File: src/rtl/sysid_check_master.sv
// Avalon-MM read master that checks the system-ID slave: reads ID and build timestamp, reports pass/fail.
// Optional SYSID_CHECK_RETRY_EN: up to two further attempts before a failure becomes final.
module sysid_check_master #(
    parameter logic [31:0] EXPECTED_ID        = 32'd0,
    parameter logic [31:0] EXPECTED_TIMESTAMP = 32'd1476686285,
    parameter int          START_DELAY        = 16,
    parameter int          TIMEOUT_CYCLES     = 255
) (
    input  logic        clock,
    input  logic        reset_n,
    input  logic        start,
    output logic        avm_address,
    output logic        avm_read,
    input  logic        avm_waitrequest,
    input  logic [31:0] avm_readdata,
    output logic        busy,
    output logic        done,
    output logic        pass,
    output logic [1:0]  fail_code,
    output logic [31:0] id_value,
    output logic [31:0] timestamp_value
);

    typedef enum logic [2:0] {
        S_WAIT, S_RD_ID, S_RD_TS, S_CHECK, S_DONE, S_RETRY
    } state_t;

    state_t      state_q, state_d;
    logic [15:0] delay_cnt_q, delay_cnt_d;
    logic [15:0] to_cnt_q, to_cnt_d;
    logic        avm_read_q, avm_read_d;
    logic        avm_address_q, avm_address_d;
    logic        busy_q, busy_d;
    logic        done_q, done_d;
    logic        pass_q, pass_d;
    logic [1:0]  fail_code_q, fail_code_d;
    logic [31:0] id_value_q, id_value_d;
    logic [31:0] timestamp_value_q, timestamp_value_d;

    logic        rd_active;
    logic        accept;
    logic        stall_expired;
    logic        give_up;
    logic [1:0]  check_code;

    assign rd_active     = (state_q == S_RD_ID) || (state_q == S_RD_TS);
    assign accept        = rd_active && !avm_waitrequest;
    assign stall_expired = rd_active && avm_waitrequest && (to_cnt_q == 16'(TIMEOUT_CYCLES - 1));
    // ID mismatch takes priority over timestamp mismatch
    assign check_code    = (id_value_q != EXPECTED_ID)               ? 2'd1 :
                           (timestamp_value_q != EXPECTED_TIMESTAMP) ? 2'd2 : 2'd0;

`ifdef SYSID_CHECK_RETRY_EN
    logic [1:0] attempt_q, attempt_d;
    assign give_up = (attempt_q == 2'd2);
`else
    assign give_up = 1'b1;
`endif

    always_ff @(posedge clock or negedge reset_n) begin
        if (!reset_n) begin
            state_q           <= S_WAIT;
            delay_cnt_q       <= '0;
            to_cnt_q          <= '0;
            avm_read_q        <= 1'b0;
            avm_address_q     <= 1'b0;
            busy_q            <= 1'b0;
            done_q            <= 1'b0;
            pass_q            <= 1'b0;
            fail_code_q       <= 2'd0;
            id_value_q        <= '0;
            timestamp_value_q <= '0;
`ifdef SYSID_CHECK_RETRY_EN
            attempt_q         <= 2'd0;
`endif
        end else begin
            state_q           <= state_d;
            delay_cnt_q       <= delay_cnt_d;
            to_cnt_q          <= to_cnt_d;
            avm_read_q        <= avm_read_d;
            avm_address_q     <= avm_address_d;
            busy_q            <= busy_d;
            done_q            <= done_d;
            pass_q            <= pass_d;
            fail_code_q       <= fail_code_d;
            id_value_q        <= id_value_d;
            timestamp_value_q <= timestamp_value_d;
`ifdef SYSID_CHECK_RETRY_EN
            attempt_q         <= attempt_d;
`endif
        end
    end

    always_comb begin
        state_d     = state_q;
        delay_cnt_d = delay_cnt_q;
        to_cnt_d    = to_cnt_q;
`ifdef SYSID_CHECK_RETRY_EN
        attempt_d   = attempt_q;
`endif
        case (state_q)
            S_WAIT: begin
                if (delay_cnt_q == 16'(START_DELAY - 1)) state_d = S_RD_ID;
                else                                     delay_cnt_d = delay_cnt_q + 16'd1;
            end
            S_RD_ID, S_RD_TS: begin
                if (accept) begin
                    to_cnt_d = '0;
                    state_d  = (state_q == S_RD_ID) ? S_RD_TS : S_CHECK;
                end else if (stall_expired) begin
                    to_cnt_d = '0;
                    state_d  = give_up ? S_DONE : S_RETRY;
                end else begin
                    to_cnt_d = to_cnt_q + 16'd1;
                end
            end
            S_CHECK: state_d = ((check_code == 2'd0) || give_up) ? S_DONE : S_RETRY;
            S_RETRY: state_d = S_RD_ID;
            S_DONE:  if (start) state_d = S_RD_ID;
            default: state_d = S_WAIT;
        endcase
`ifdef SYSID_CHECK_RETRY_EN
        if (state_d == S_RETRY)                attempt_d = attempt_q + 2'd1;
        else if (state_q == S_DONE && start)   attempt_d = 2'd0;
`endif
    end

    // Outputs are registered from the next state so the bus sees clean, glitch-free strobes
    always_comb begin
        avm_read_d        = (state_d == S_RD_ID) || (state_d == S_RD_TS);
        avm_address_d     = (state_d == S_RD_TS);
        busy_d            = (state_d == S_RD_ID) || (state_d == S_RD_TS) ||
                            (state_d == S_CHECK) || (state_d == S_RETRY);
        done_d            = (state_d == S_DONE);
        pass_d            = pass_q;
        fail_code_d       = fail_code_q;
        id_value_d        = id_value_q;
        timestamp_value_d = timestamp_value_q;
        if (state_q == S_RD_ID && accept) id_value_d        = avm_readdata;
        if (state_q == S_RD_TS && accept) timestamp_value_d = avm_readdata;
        if (state_q == S_DONE && start) begin
            pass_d      = 1'b0;
            fail_code_d = 2'd0;
        end
        if (state_d == S_DONE && state_q != S_DONE) begin
            if (state_q == S_CHECK) begin
                pass_d      = (check_code == 2'd0);
                fail_code_d = check_code;
            end else begin
                pass_d      = 1'b0;
                fail_code_d = 2'd3;
            end
        end
    end

    assign avm_read        = avm_read_q;
    assign avm_address     = avm_address_q;
    assign busy            = busy_q;
    assign done            = done_q;
    assign pass            = pass_q;
    assign fail_code       = fail_code_q;
    assign id_value        = id_value_q;
    assign timestamp_value = timestamp_value_q;

endmodule

File: config.mk
export PLATFORM = sky130hd
export DESIGN_NAME = sysid_check_master
export DESIGN_NICKNAME = d
export VERILOG_FILES = /design/src/rtl/sysid_check_master.sv
export SDC_FILE = /design/constraint.sdc
export NUM_CORES = 1
export LEC_CHECK = 0
export CORE_ASPECT_RATIO = 1.4
export CORE_MARGIN = 2
export CORE_UTILIZATION = 50
export DETAILED_ROUTE_END_ITERATION = 16
export PLACE_DENSITY = 0.78
export SLEW_MARGIN = 10
export SYNTH_ARGS = -nofsm -noshare
export SYNTH_HDL_FRONTEND = slang
export SYNTH_SLANG_ARGS = --single-unit
File: constraint.sdc
create_clock -name clock -period 2.5 [get_ports clock]
set_input_delay 0.5 -clock clock [delete_from_list [all_inputs] [get_ports clock]]
set_output_delay 0.5 -clock clock [all_outputs]
set_load 0.005 [all_outputs]
* Word-level counts from Yosys, hierarchy flattened
Cells that the tools add are included.
** Operators by class
- Add/subtract/negate cells :: 2
- Eq/ne operators :: 14
- Multiplexer cells :: 16
- Bitwise logic cells :: 1
- Reduce and logical (&&, ||, !) cells :: 18
** Operators by type and width (count)
- adder 16 x 1 -> 16 bit (second input constant) :: 2
- 2-to-1 mux 16 bit :: 2
- inequality test 32 x 31 -> 1 bit (second input constant) :: 1
- nonzero test 32 bit :: 1
- equality test 16 x 4 -> 1 bit (second input constant) :: 1
- equality test 16 x 8 -> 1 bit (second input constant) :: 1
- one-hot mux 3 bit (5 select lines) :: 1
- equality test 3 x 2 -> 1 bit (second input constant) :: 4
- equality test 3 bit (second input constant) :: 4
- 2-to-1 mux 3 bit :: 4
- 2-to-1 mux 2 bit :: 5
- logical AND 1 bit :: 7
- equality test 3 x 1 -> 1 bit (second input constant) :: 2
- logical OR 1 bit :: 4
- 2-to-1 mux 1 bit :: 4
- logical NOT 3 bit :: 1
- inequality test 3 bit (second input constant) :: 1
- logical NOT 2 bit :: 1
- AND reduction 2 bit :: 1
- nonzero test 2 bit :: 1
- OR reduction 2 bit :: 1
- logical NOT 1 bit :: 1
- NOT 1 bit :: 1
** Word-level totals
- Flip-flop bits (word level) :: 106
- Bits of input ports :: 36
- Output and inout bits :: 71
- Word-level logic and storage cells :: 62

* Logic depth before layout (Yosys ltp)
- Depth after elaboration :: 11
- Depth in mapped cells :: 7

* Worst setup path before layout
Ideal clock, no wire load.
- Kind :: register to register
- From :: register to_cnt_q[13]
- To :: register to_cnt_q[7]
- Setup time :: 0.146 ns
- Arrival :: 1.876 ns
- Slack :: 0.478 ns
- Cell stages (with the launch flop) :: 6
- Clock period less this slack :: 2.022 ns
- Path through :: dfrtp_1 -> or4_4 -> or4_4 -> buf_2 -> a31oi_1 -> a31oi_1
** On the way
- Cells in the longest elaborated chain, start to end :: 4
** Ends and longest elaborated chain
- start: declaration :: line 30 : logic [15:0] to_cnt_q, to_cnt_d;
- start signal: assignment :: line 79 : to_cnt_q <= to_cnt_d;
- equality test 16 x 8 -> 1 bit :: line 48 : assign stall_expired = rd_active && avm_waitrequest && (to_cnt_q == 16'(TIMEOUT_CYCLES - 1));
- logical AND 1 bit :: line 48
- 2-to-1 mux 16 bit :: line 110 : end else if (stall_expired) begin
- 2-to-1 mux 16 bit :: line 107 : if (accept) begin
Every way passes these cells.
A chain may end at the register's enable or synchronous reset.

* Final worst setup path
- From :: register to_cnt_q[13]
- To :: register avm_address_q (netlist: avm_address)
** On the way
- Cells in the longest elaborated chain, start to end :: 6
** Ends and longest elaborated chain
- equality test 16 x 8 -> 1 bit :: line 48
- logical AND 1 bit :: line 48
- 2-to-1 mux 3 bit :: line 110
- 2-to-1 mux 3 bit :: line 107
- one-hot mux 3 bit (5 select lines) :: line 101 : case (state_q)
- equality test 3 x 2 -> 1 bit :: line 131 : avm_address_d = (state_d == S_RD_TS);
- named net avm_address_d :: line 32 : logic avm_address_q, avm_address_d;
- end signal: assignment :: line 81 : avm_address_q <= avm_address_d;
- end: declaration :: line 32
The timed path passes the listed nets, and every way through them passes these cells.

==> flow_summary.ini <==
[outcome]
outcome = completed

[global_routing]
grt-ovfl-total = 0
antenna_found_initial = 0
grt_pass1_vias = 3891
grt_max_degree = 65
grt_usage_pct = 23.7
grt_pass1_wl_um = 18800

[cts]
cts_buffers = 9
cts.clk_slew.worst_paths_ns = 0.06
cts_hold_buf = 0
clockBufferDepth = 2
cts_setup_buffers = 0
cts_tree = built
clock_latency_ns = 0.34
htreeDepth = 3
clkSinkCount = 106
root_buffer = clkbuf_16
cts_resized = 0

[floorplanning]
pin_count = 107
die_h_um = 119
row_count = 41
core_area_mm2 = 0.00908
die_w_um = 85.8
start_util_pct = 51.6
die-area_mm2 = 0.0102

[synth]
ys.flop_type = dfrtp_1
syn_inst = 440
synth_area_per_cell_um2 = 10.7
synth_warnings = 0
synth_seq_cells = 106
ys_seq_area_share_pct = 56.6
syn-num-nets = 479
async_reset_ff_share_pct = 100
synth-edff-count = 0
synth.distinct_cells = 46
synth_area_mm2 = 0.00469

[route]
wl_met3_um = 669
top_layer = met4
drt_first_pass_iters = 4
post_drt_wl_per_cell_um = 17.4
viasPerCell = 5.64
drt-initial-drc-count = 180
post-route-drc-count = 0
postRouteWirelength_um = 11500
vias = 3711
dr_wl_met2_um = 6030
ant_nets = 0
met1_length_um = 4530

[pwr]
p_sw_share_pct = 32.1
irDropWorstVdd_mv = 0.686
p_int_w = 0.00478
p_seq_share_pct = 41.6
clkPwrFrac_pct = 20.0
p_sw_w = 0.00226
leakagePower_nw = 2.75
p_per_area_mw_per_mm2 = 1140
power_frac_comb_pct = 38.5
power_w = 0.00705

[timing]
worst-slew-pin-transition_ns = 0.745
finalClockSkew_ns = 0.00495
rsz0062_at_grt = false
fin_crit_sh_pct = 86.2
hold_violations = 0
fmax_mhz = 464
fin_crit_ns = 2.15
tns_ns = 0
finalMaxSlewViolations = 0
relSlewSlack_pct = 50.3
setup-violations-final = 0

[worst_setup_path]
cp-start-kind = register
r2r-start = to_cnt_q[13]
r2r_end = avm_address
critical_path_arrival_ns = 2.41
rr_worst_depth = 4
criticalPathCategory = reg2reg
required_ns = 2.76
cp-end-kind = register
reg2reg_slack_ns = 0.35
critPathMaxFanout = 22

[worst_hold_path]
min_path_type = in2async

[place]
gp_congestion = 0.837
io_buffers = 106
dp_hpwl_um = 8130

[flow_run]
cap_viol_max_count = 0

[final_layout]
area_growth_pct = 31.9
layout.nets = 585
mostFrequentLayoutCell = nand2_1
mostFrequentLayoutCells = 113 x nand2_1, 106 x dfrtp_1, 105 x clkdlybuf4s50_1
layout-drive-gt1-share_pct = 11.3
insertedDiodeCount = 0
==> critical path, stage by stage, from the launching register on <==
cell	delay, ns
dfrtp_1	0.41
or4_4	0.56
or4_4	0.69
nand4_1	0.22
nor3b_2	0.19
==> registers in the layout, indices dropped and copies added, names as in the netlist <==
register,count
avm_address,1
avm_read,1
busy,1
delay_cnt_q,16
done,1
fail_code,2
id_value,32
pass,1
state_q,3
timestamp_value,32
to_cnt_q,16
==> cell families after synthesis <==
family / share of synthesized area (%)
DFF: 56.6
buffers and inverters: 2.30
muxes: 8.57
xor gates and xnor gates: 2.99
adders and majority gates: 0.801
AOI/OAI and AO/OA: 6.16
and+or+nand+nor: 22.6
==> synth_stat cells (5+ instances only) <==
cell type / count / share of area, %
nand3b_1: 5 / 0.80
and3_1: 5 / 0.67
dfrtp_1: 106 / 57
mux2_2: 33 / 7.9
xor2_1: 9 / 1.7
nor4_1: 15 / 2.0
nand4_1: 10 / 1.3
clkbuf_1: 15 / 1.2
nand2_1: 113 / 9.0
nor2_1: 8 / 0.64
a31oi_1: 19 / 2.5
nand2b_1: 5 / 0.67
or4_1: 5 / 0.80
xnor2_1: 7 / 1.3
nand3_1: 17 / 1.8
inv_1: 8 / 0.64
nor3_1: 7 / 0.75
==> how the worst max path moves through the flow <==
stage / endpoint / cells after the start / startpoint
final: avm_address / 4 / to_cnt_q[13]
after global routing: pass / 4 / to_cnt_q[13]
after CTS: avm_address / 4 / to_cnt_q[13]
after detailed placement: to_cnt_q[5] / 4 / to_cnt_q[13]
after global placement: to_cnt_q[5] / 4 / to_cnt_q[13]
after floorplan: to_cnt_q[7] / 5 / to_cnt_q[13]
==> power groups by stage <==
| stage | Clock, W | Combinational, W | Sequential, W |
|---|---|---|---|
| after global placement | 0 | 0.00265 | 0.00291 |
| after CTS | 0.00145 | 0.00274 | 0.00293 |
| after detailed placement | 0 | 0.00272 | 0.00294 |
| after global routing | 0.00151 | 0.00297 | 0.00301 |
| after floorplan | 0 | 0.00117 | 0.00284 |
| final | 0.00141 | 0.00271 | 0.00293 |
==> per-layer routing <==
layer  up-vias  track usage [%]
met5         -                0
met3        18             6.63
met2        96             40.6
met4         0             9.52
li1       1783                -
met1      1814             27.5
==> through the flow <==
stage	area [µm²]	setup slack [ns]	hold WS, ns	instances	util (%)
4_1_cts	6180	0.349	0.169	658	68.1
3_5_place_dp	5890	0.362	0.476	642	64.8
6_report	6180	0.346	0.152	658	68.1
3_3_place_gp	5890	0.424	0.474	642	64.8
2_1_floorplan	4690	0.478	0.204	440	-
5_1_grt	6180	0.249	0.189	658	68.1
==> layout make-up <==
cell class              instances  area (µm²)
clock buffers                  14         264
clock inverters                 2        35.0
fillers                       691        2900
inverters                       8        30.0
multi-input cells             308        1930
flip-flops and latches        106        2650
well taps                     107         134
repair buffers                113        1140
No activity file was read; power rests on OpenSTA's default activity.
